**src/rtl/ysyx_22050854_mdu_pkg.sv**
```systemverilog
// Shared definitions for the RV64M multiply/divide sequencer: MULctr codes,
// FSM states and op-decode helper flags.
package ysyx_22050854_mdu_pkg;

  localparam int unsigned XLEN  = 64;
  localparam int unsigned WLEN  = 32;
  localparam int unsigned CNT_W = $clog2(XLEN) + 1;

  localparam logic [XLEN-1:0] XLEN_MIN = {1'b1, {(XLEN-1){1'b0}}};
  localparam logic [XLEN-1:0] WLEN_MIN = {{(XLEN-WLEN+1){1'b1}}, {(WLEN-1){1'b0}}};

  // MULctr encoding as emitted by decode
  localparam logic [3:0] OP_MUL    = 4'b0000;
  localparam logic [3:0] OP_MULH   = 4'b0001;
  localparam logic [3:0] OP_MULHSU = 4'b0010;
  localparam logic [3:0] OP_MULHU  = 4'b0011;
  localparam logic [3:0] OP_DIV    = 4'b0100;
  localparam logic [3:0] OP_DIVU   = 4'b0101;
  localparam logic [3:0] OP_REM    = 4'b0110;
  localparam logic [3:0] OP_REMU   = 4'b0111;
  localparam logic [3:0] OP_MULW   = 4'b1000;
  localparam logic [3:0] OP_NONE   = 4'b1001;
  localparam logic [3:0] OP_DIVW   = 4'b1100;
  localparam logic [3:0] OP_DIVUW  = 4'b1101;
  localparam logic [3:0] OP_REMW   = 4'b1110;
  localparam logic [3:0] OP_REMUW  = 4'b1111;

  typedef enum logic [2:0] {
    S_IDLE,
    S_PREP,
    S_CALC,
    S_FIX,
    S_DONE
  } state_e;

  // 1001/1010/1011 carry no M-extension work
  function automatic logic is_none(input logic [3:0] op);
    return op[3] & ~op[2] & (op[1:0] != 2'b00);
  endfunction

  function automatic logic is_div(input logic [3:0] op);
    return op[2];
  endfunction

  function automatic logic is_rem(input logic [3:0] op);
    return op[2] & op[1];
  endfunction

  function automatic logic is_hi(input logic [3:0] op);
    return ~op[3] & ~op[2] & (op[1:0] != 2'b00);
  endfunction

  function automatic logic is_word(input logic [3:0] op);
    return op[3];
  endfunction

  // mul/mulw only keep the low half, so they are treated as unsigned
  function automatic logic src1_signed(input logic [3:0] op);
    return op[2] ? ~op[0] : (~op[3] & ((op[1:0] == 2'b01) | (op[1:0] == 2'b10)));
  endfunction

  function automatic logic src2_signed(input logic [3:0] op);
    return op[2] ? ~op[0] : (~op[3] & (op[1:0] == 2'b01));
  endfunction

  function automatic logic [XLEN-1:0] sext_w(input logic [WLEN-1:0] v);
    return {{(XLEN-WLEN){v[WLEN-1]}}, v};
  endfunction

endpackage

```
**src/rtl/ysyx_22050854_mdu_iter.sv**
```systemverilog
// Single-step radix-2 datapath: shift-add multiply or restoring divide over
// a {hi, lo} accumulator, one step per cycle while step is high.
module ysyx_22050854_mdu_iter
  import ysyx_22050854_mdu_pkg::*;
(
  input  logic            clk,
  input  logic            rst,
  input  logic            start,
  input  logic            step,
  input  logic            is_div,
  input  logic            is_word,
  input  logic [XLEN-1:0] op_a,
  input  logic [XLEN-1:0] op_b,
  output logic [XLEN-1:0] acc_hi,
  output logic [XLEN-1:0] acc_lo
);

  logic [XLEN-1:0] dvs_q;
  logic [XLEN:0]   add_sum;
  logic [XLEN:0]   mul_sum;
  logic [XLEN:0]   shl;
  logic [XLEN:0]   diff;
  logic [XLEN-1:0] hi_n;
  logic [XLEN-1:0] lo_n;

  // Next accumulator: mul adds multiplicand on lo[0] then shifts right,
  // div shifts left and keeps the trial subtraction when it does not borrow
  always_comb begin
    add_sum = {1'b0, acc_hi} + {1'b0, dvs_q};
    mul_sum = acc_lo[0] ? add_sum : {1'b0, acc_hi};
    shl     = {acc_hi, acc_lo[XLEN-1]};
    diff    = shl - {1'b0, dvs_q};
    hi_n    = mul_sum[XLEN:1];
    lo_n    = {mul_sum[0], acc_lo[XLEN-1:1]};
    if (is_div) begin
      if (diff[XLEN]) begin
        hi_n = shl[XLEN-1:0];
        lo_n = {acc_lo[XLEN-2:0], 1'b0};
      end else begin
        hi_n = diff[XLEN-1:0];
        lo_n = {acc_lo[XLEN-2:0], 1'b1};
      end
    end
  end

  // W divides pre-shift the 32-bit dividend to the top so 32 steps suffice
  always_ff @(posedge clk) begin
    if (rst) begin
      acc_hi <= '0;
      acc_lo <= '0;
      dvs_q  <= '0;
    end else if (start) begin
      acc_hi <= '0;
      acc_lo <= (is_div && is_word) ? {op_a[WLEN-1:0], {(XLEN-WLEN){1'b0}}} : op_a;
      dvs_q  <= op_b;
    end else if (step) begin
      acc_hi <= hi_n;
      acc_lo <= lo_n;
    end
  end

endmodule

```
**src/rtl/ysyx_22050854_mdu_ctrl.sv**
```systemverilog
// RV64M multiply/divide sequencer: accepts one MULctr op per handshake, runs
// the iterative datapath, applies sign/width fixups and holds the result.
module ysyx_22050854_mdu_ctrl
  import ysyx_22050854_mdu_pkg::*;
(
  input  logic            clk,
  input  logic            rst,
  input  logic            flush,
  input  logic            in_valid,
  output logic            in_ready,
  input  logic [3:0]      op,
  input  logic [XLEN-1:0] src1,
  input  logic [XLEN-1:0] src2,
  output logic            out_valid,
  input  logic            out_ready,
  output logic [XLEN-1:0] result,
  output logic            busy
);

  state_e            state;
  state_e            state_n;
  logic [3:0]        op_q;
  logic [XLEN-1:0]   a_q;
  logic [XLEN-1:0]   b_q;
  logic [CNT_W-1:0]  cnt_q;
  logic              neg_lo_q;
  logic              neg_rem_q;
  logic              fast_q;
  logic [XLEN-1:0]   fast_res_q;

  logic              accept;
  logic              prep;
  logic              step;
  logic              res_load;
  logic [XLEN-1:0]   res_n;
  logic [XLEN-1:0]   src1_ext;
  logic [XLEN-1:0]   src2_ext;
  logic              a_neg;
  logic              b_neg;
  logic [XLEN-1:0]   a_mag;
  logic [XLEN-1:0]   b_mag;
  logic              div_zero;
  logic              div_ovf;
  logic              fast;
  logic [XLEN-1:0]   fast_res;
  logic [XLEN-1:0]   it_hi;
  logic [XLEN-1:0]   it_lo;
  logic [2*XLEN-1:0] prod_s;
  logic [XLEN-1:0]   quo;
  logic [XLEN-1:0]   quo_s;
  logic [XLEN-1:0]   rem_s;
  logic [XLEN-1:0]   div_sel;
  logic [XLEN-1:0]   fix_res;

  assign in_ready = (state == S_IDLE) && !flush && !rst;

  // W ops only see the low word, extended per the op's signedness
  always_comb begin
    src1_ext = src1;
    src2_ext = src2;
    if (is_word(op)) begin
      src1_ext = src1_signed(op) ? sext_w(src1[WLEN-1:0]) : {{(XLEN-WLEN){1'b0}}, src1[WLEN-1:0]};
      src2_ext = src2_signed(op) ? sext_w(src2[WLEN-1:0]) : {{(XLEN-WLEN){1'b0}}, src2[WLEN-1:0]};
    end
  end

  // Magnitudes, result signs and divide special cases from the latched op
  always_comb begin
    a_neg    = src1_signed(op_q) & a_q[XLEN-1];
    b_neg    = src2_signed(op_q) & b_q[XLEN-1];
    a_mag    = a_neg ? -a_q : a_q;
    b_mag    = b_neg ? -b_q : b_q;
    div_zero = (b_q == '0);
    div_ovf  = src1_signed(op_q) && (b_q == '1) &&
               (a_q == (is_word(op_q) ? WLEN_MIN : XLEN_MIN));
    fast     = is_div(op_q) && (div_zero || div_ovf);
    if (div_zero) begin
      fast_res = is_rem(op_q) ? (is_word(op_q) ? sext_w(a_q[WLEN-1:0]) : a_q) : '1;
    end else begin
      fast_res = is_rem(op_q) ? '0 : a_q;
    end
  end

  ysyx_22050854_mdu_iter u_iter (
    .clk     (clk),
    .rst     (rst),
    .start   (prep),
    .step    (step),
    .is_div  (is_div(op_q)),
    .is_word (is_word(op_q)),
    .op_a    (a_mag),
    .op_b    (b_mag),
    .acc_hi  (it_hi),
    .acc_lo  (it_lo)
  );

  // Sign correction, hi/lo or quotient/remainder select, W sign-extension
  always_comb begin
    prod_s  = neg_lo_q ? -{it_hi, it_lo} : {it_hi, it_lo};
    quo     = is_word(op_q) ? {{(XLEN-WLEN){1'b0}}, it_lo[WLEN-1:0]} : it_lo;
    quo_s   = neg_lo_q ? -quo : quo;
    rem_s   = neg_rem_q ? -it_hi : it_hi;
    div_sel = is_rem(op_q) ? rem_s : quo_s;
    if (fast_q) begin
      fix_res = fast_res_q;
    end else if (is_div(op_q)) begin
      fix_res = is_word(op_q) ? sext_w(div_sel[WLEN-1:0]) : div_sel;
    end else if (is_word(op_q)) begin
      fix_res = sext_w(it_lo[XLEN-1:XLEN-WLEN]);
    end else begin
      fix_res = is_hi(op_q) ? prod_s[2*XLEN-1:XLEN] : prod_s[XLEN-1:0];
    end
  end

  always_comb begin
    state_n  = state;
    accept   = 1'b0;
    prep     = 1'b0;
    step     = 1'b0;
    res_load = 1'b0;
    res_n    = '0;
    unique case (state)
      S_IDLE: begin
        if (in_valid && in_ready) begin
          accept  = 1'b1;
          state_n = S_PREP;
        end
      end
      S_PREP: begin
        if (is_none(op_q)) begin
          res_load = 1'b1;
          state_n  = S_DONE;
        end else begin
          prep    = 1'b1;
          state_n = fast ? S_FIX : S_CALC;
        end
      end
      S_CALC: begin
        step = 1'b1;
        if (cnt_q == '0) state_n = S_FIX;
      end
      S_FIX: begin
        res_load = 1'b1;
        res_n    = fix_res;
        state_n  = S_DONE;
      end
      S_DONE: begin
        if (out_ready) state_n = S_IDLE;
      end
      default: state_n = S_IDLE;
    endcase
    if (flush) begin
      state_n  = S_IDLE;
      accept   = 1'b0;
      res_load = 1'b0;
    end
  end

  always_ff @(posedge clk) begin
    if (rst) begin
      state     <= S_IDLE;
      out_valid <= 1'b0;
      busy      <= 1'b0;
      result    <= '0;
    end else begin
      state     <= state_n;
      out_valid <= (state_n == S_DONE);
      busy      <= (state_n != S_IDLE);
      if (res_load) result <= res_n;
    end
  end

  // Operand latch at accept, fixup context at PREP, iteration countdown in CALC
  always_ff @(posedge clk) begin
    if (rst) begin
      op_q       <= OP_NONE;
      a_q        <= '0;
      b_q        <= '0;
      cnt_q      <= '0;
      neg_lo_q   <= 1'b0;
      neg_rem_q  <= 1'b0;
      fast_q     <= 1'b0;
      fast_res_q <= '0;
    end else begin
      if (accept) begin
        op_q <= op;
        a_q  <= src1_ext;
        b_q  <= src2_ext;
      end
      if (prep) begin
        cnt_q      <= is_word(op_q) ? CNT_W'(WLEN - 1) : CNT_W'(XLEN - 1);
        neg_lo_q   <= a_neg ^ b_neg;
        neg_rem_q  <= a_neg;
        fast_q     <= fast;
        fast_res_q <= fast_res;
      end else if (step && (cnt_q != '0)) begin
        cnt_q <= cnt_q - CNT_W'(1);
      end
    end
  end

endmodule

```
**config.mk**
```make
export PLATFORM = sky130hd
export DESIGN_NAME = ysyx_22050854_mdu_ctrl
export DESIGN_NICKNAME = d
export VERILOG_FILES = /design/src/rtl/ysyx_22050854_mdu_pkg.sv /design/src/rtl/ysyx_22050854_mdu_iter.sv /design/src/rtl/ysyx_22050854_mdu_ctrl.sv
export SDC_FILE = /design/constraint.sdc
export NUM_CORES = 2
export LEC_CHECK = 0
export ABC_AREA = 1
export BUFFER_PORTS_ARGS = -buffer_cell sky130_fd_sc_hd__buf_2
export CAP_MARGIN = 10
export CORE_ASPECT_RATIO = 0.75
export CORE_MARGIN = 2
export CORE_UTILIZATION = 30
export CTS_CLUSTER_SIZE = 8
export DETAILED_ROUTE_END_ITERATION = 12
export GPL_TIMING_DRIVEN = 0
export MAX_ROUTING_LAYER = met4
export PLACE_DENSITY = 0.5
export SLEW_MARGIN = 30
export SYNTH_ARGS = -nofsm -noshare
export SYNTH_HDL_FRONTEND = slang
export SYNTH_SLANG_ARGS = --single-unit
```
**constraint.sdc**
```tcl
create_clock -name clk -period 5.3 [get_ports clk]
set_input_delay 0.795 -clock clk [delete_from_list [all_inputs] [get_ports clk]]
set_output_delay 0.795 -clock clk [all_outputs]
set_load 0.02 [all_outputs]
```
==> impl_metrics.ini <==
[sta]
min_period_over_period = 1.01
fin_worst_hold_slack_ns = 0.333
hold_violations = 0
max_slew.worst_pin.slew_ns = 1.21
final.setup_skew_ns = 0.0601
maxClockFrequency_mhz = 188
minimum_setup_slack_in_the_final_design_ns = -0.0327
rsz0062_at_grt = false
layout_min_cycle_time_ns = 5.33
maxSlewHeadroom = 0.184
timing_max_transition_violations_final = 0
total_of_endpoints_with_negative_setup_slack_in_the_final_report = 1

[route]
dr_total_vias = 61200
routed_via_density = 5.97
detailedRoute.firstPassIterationCount = 9
routed_wirelength_um = 347000
drt_iter0_markers = 10700
wl_per_cell_um = 33.9
postRouteAntennaNets = 0
drc = 0

[clock_network]
clock_insertion_delay_worst_skew_ns = 0.74
cts_made_buffers = 71
clock_tree.buffer_depth = 3
cts_root_buffer = clkbuf_16
numClockSinks = 467
postCtsHoldBufs = 0
tritoncts = built
clk_transition_reported_paths_ns = 0.05
cts-htree-levels = 3

[power_and_ir_drop]
switching_share = 0.399
power_density_over_cell_area_nw_per_um2 = 222
p_clk_frac = 0.403
max-vdd-ir-drop_uv = 229
p_comb_frac = 0.269
seqPwrFrac = 0.329
power.net_switching_mw = 4.50
internal_power_mw = 6.76
static-leakage-power_nw = 23.8
total_power_mw = 11.3

[global_routing]
grt_pass1_vias = 53400
grt_pass1_wl_um = 459000
grt_use_total = 0.447
grt_start_max_net_pins = 14
antenna_found_initial = 31
overflow = 0

[logic_synthesis]
postSynth.asyncResetShare = 0
syn_area_um2 = 45000
synth.avg_cell_area_um2 = 5.67
netlist_instances = 7933
postSynth.topFlopCell = dfxtp_1
yosys_warnings = 0
synth_fp_nets = 8209
number_of_enable_flip_flop_cells_after_synthesis = 0
ys_seq_area_frac = 0.208
synth-seq-cells = 467
yosys.cell_types.count = 68

[setup_path]
worst_r2r_path_depth = 15
worst_setup_path_end_kind = flop
worst_ep_required_time_ns = 5.90
worst-setup-path-type = reg2reg
critPathMaxFanout = 10
r2r_end = u_iter.acc_hi[44]
reg_to_reg_startpoint = u_iter.dvs_q[45]
worst-endpoint-arrival_ns = 5.94
r2r_slack_ns = -0.03
timing.critical_path.from_type = flop

[floorplan]
die_h_um = 339
floorplan.die_area_um2 = 153000
core_area_um2 = 149000
initial_core_util = 0.301
std_cell_rows = 123
dieWidth_um = 451
top_level_ports = 204

[worst_hold_path]
timing.hold.worst_endpoint = a_q[25]
whs_path_depth = 3
min_path_type = in2reg
timing.hold.worst.start = src1[25]

[placed_design]
gpl.final_weighted_congestion = 1.13
dpl-instance-area_um2 = 48600
dpl.hpwl_um = 295000
dp_cells = 10100
placement.io_buffers = 201
post-place-ws_ns = -0.0540

[cells_and_area]
post-route-cell-area_um2 = 50800
stdcell_count = 10300
nNetsFinal = 8485
layout_cell_share_with_drive_strength_beyond_1 = 0.0757
layout_commonest_cell = nand2_1
most-common-layout-cells = 1,906 x nand2_1, 995 x inv_1, 923 x nor2_1
layout-area-overhead-vs-synth_pct = 12.9

[status]
run_status = finished with violations
failed_checks = negative setup slack

[job]
max_cap_violation_count = 0
-- area by class of cell --
cell class,count,area [um^2]
sequential,467,9350
fill,17200,98700
inverter,1042,3920
tap,2000,2500
multi-input combinational,6060,30200
timing repair buffer,204,1030
clock inverter,11,226
clock buffer,78,1850
antenna,28,70.1
buffer,363,1600
-- Yosys cell counts, types with 5 or more instances --
cell type,instances,area (um^2)
nand2_1,1907,7160
inv_1,996,3740
nor2_1,924,3470
a21oi_1,787,3940
o21ai_0,710,3550
nand3_1,605,3030
dfxtp_1,467,9350
clkbuf_1,244,916
ha_1,137,1710
nand4_1,115,719
xor2_1,114,998
nor3_1,90,450
a211oi_1,81,608
buf_2,79,395
o22ai_1,75,469
a31oi_1,57,357
o21ai_1,42,210
nor4_1,39,244
o211ai_1,39,293
inv_2,33,124
xnor2_1,32,280
buf_1,26,97.6
nor2_2,25,156
o21a_1,24,180
o21bai_1,24,180
a221oi_2,20,300
a21oi_2,19,166
nand3b_1,19,143
a221oi_1,17,149
nand2_2,15,93.8
nor2_4,15,169
a21o_1,14,105
or2_2,14,87.6
clkinv_1,11,41.3
a21boi_0,10,75.1
nand3_2,10,100
o21ai_2,8,70.1
a32oi_1,7,61.3
buf_4,7,52.6
a22oi_1,6,45.0
buf_6,6,67.6
o31ai_1,6,45.0
o32ai_1,6,52.6
o221ai_1,5,43.8
-- registers in the layout, indices dropped and copies added, names as in the netlist --
signal,count
neg_rem_q,1
b_q,64
u_iter.acc_hi,64
op_q,4
cnt_q,7
busy,1
state,3
u_iter.dvs_q,64
neg_lo_q,1
fast_res_q,64
u_iter.acc_lo,64
result,64
out_valid,1
a_q,64
fast_q,1
-- power by group through the flow --
stage / logic [mW] / clock network, mW / registers (mW)
4_1_cts: 2.84 / 4.54 / 3.69
2_1_floorplan: 1.57 / 0 / 3.71
5_1_grt: 3.13 / 4.65 / 3.70
3_5_place_dp: 2.82 / 0 / 3.76
3_3_place_gp: 2.83 / 0 / 3.76
6_report: 3.03 / 4.54 / 3.70
-- timing repair --
action,in CTS,in global routing
pin swaps,0,1
gates resized for setup,1,1
endpoints found under the hold margin,0,0
setup buffers,1,2
endpoints found under the setup margin,1,2
-- layer usage --
metal | track usage | share of wire
met5 | - | 0
met4 | 0.109 | 0.028
met3 | 0.183 | 0.15
met2 | 0.537 | 0.35
met1 | 0.661 | 0.47
-- logic make-up after synthesis --
family / synth area share
compound gates: 0.245
xor+xnor: 0.0284
simple gates: 0.359
flops: 0.208
buf+inv: 0.122
fa+ha+maj: 0.0390
-- per-stage QoR --
stage | utilization | setup TNS, ns
after floorplan | - | 0
after global placement | 0.324 | -0.0648
after detailed placement | 0.325 | -0.0540
after CTS | 0.339 | 0
after global routing | 0.339 | 0
final | 0.340 | -0.0327
-- worst max path at each step --
stage / from / to / cells past startpoint
after CTS: u_iter.acc_hi[1] / result[14] / 14
after detailed placement: u_iter.acc_lo[63] / u_iter.acc_hi[44] / 18
after global routing: u_iter.acc_hi[1] / result[14] / 14
final: u_iter.dvs_q[45] / u_iter.acc_hi[44] / 15
after global placement: u_iter.acc_lo[63] / u_iter.acc_hi[44] / 18
after floorplan: u_iter.acc_lo[63] / u_iter.acc_hi[55] / 18
-- critical path, cell delays in order (launching register included) --
cell	delay (ns)
dfxtp_1	0.77
inv_1	0.53
ha_1	0.57
inv_1	0.13
o21ai_0	0.21
a21oi_1	0.41
o21ai_0	0.21
a21oi_1	0.50
nor2_1	0.08
nor2_1	0.33
nand3_2	0.25
nand2_2	0.35
buf_2	0.43
nand2_1	0.18
nand3_1	0.13
a21oi_1	0.08
Note: power is estimated with default switching activity, not from simulation.
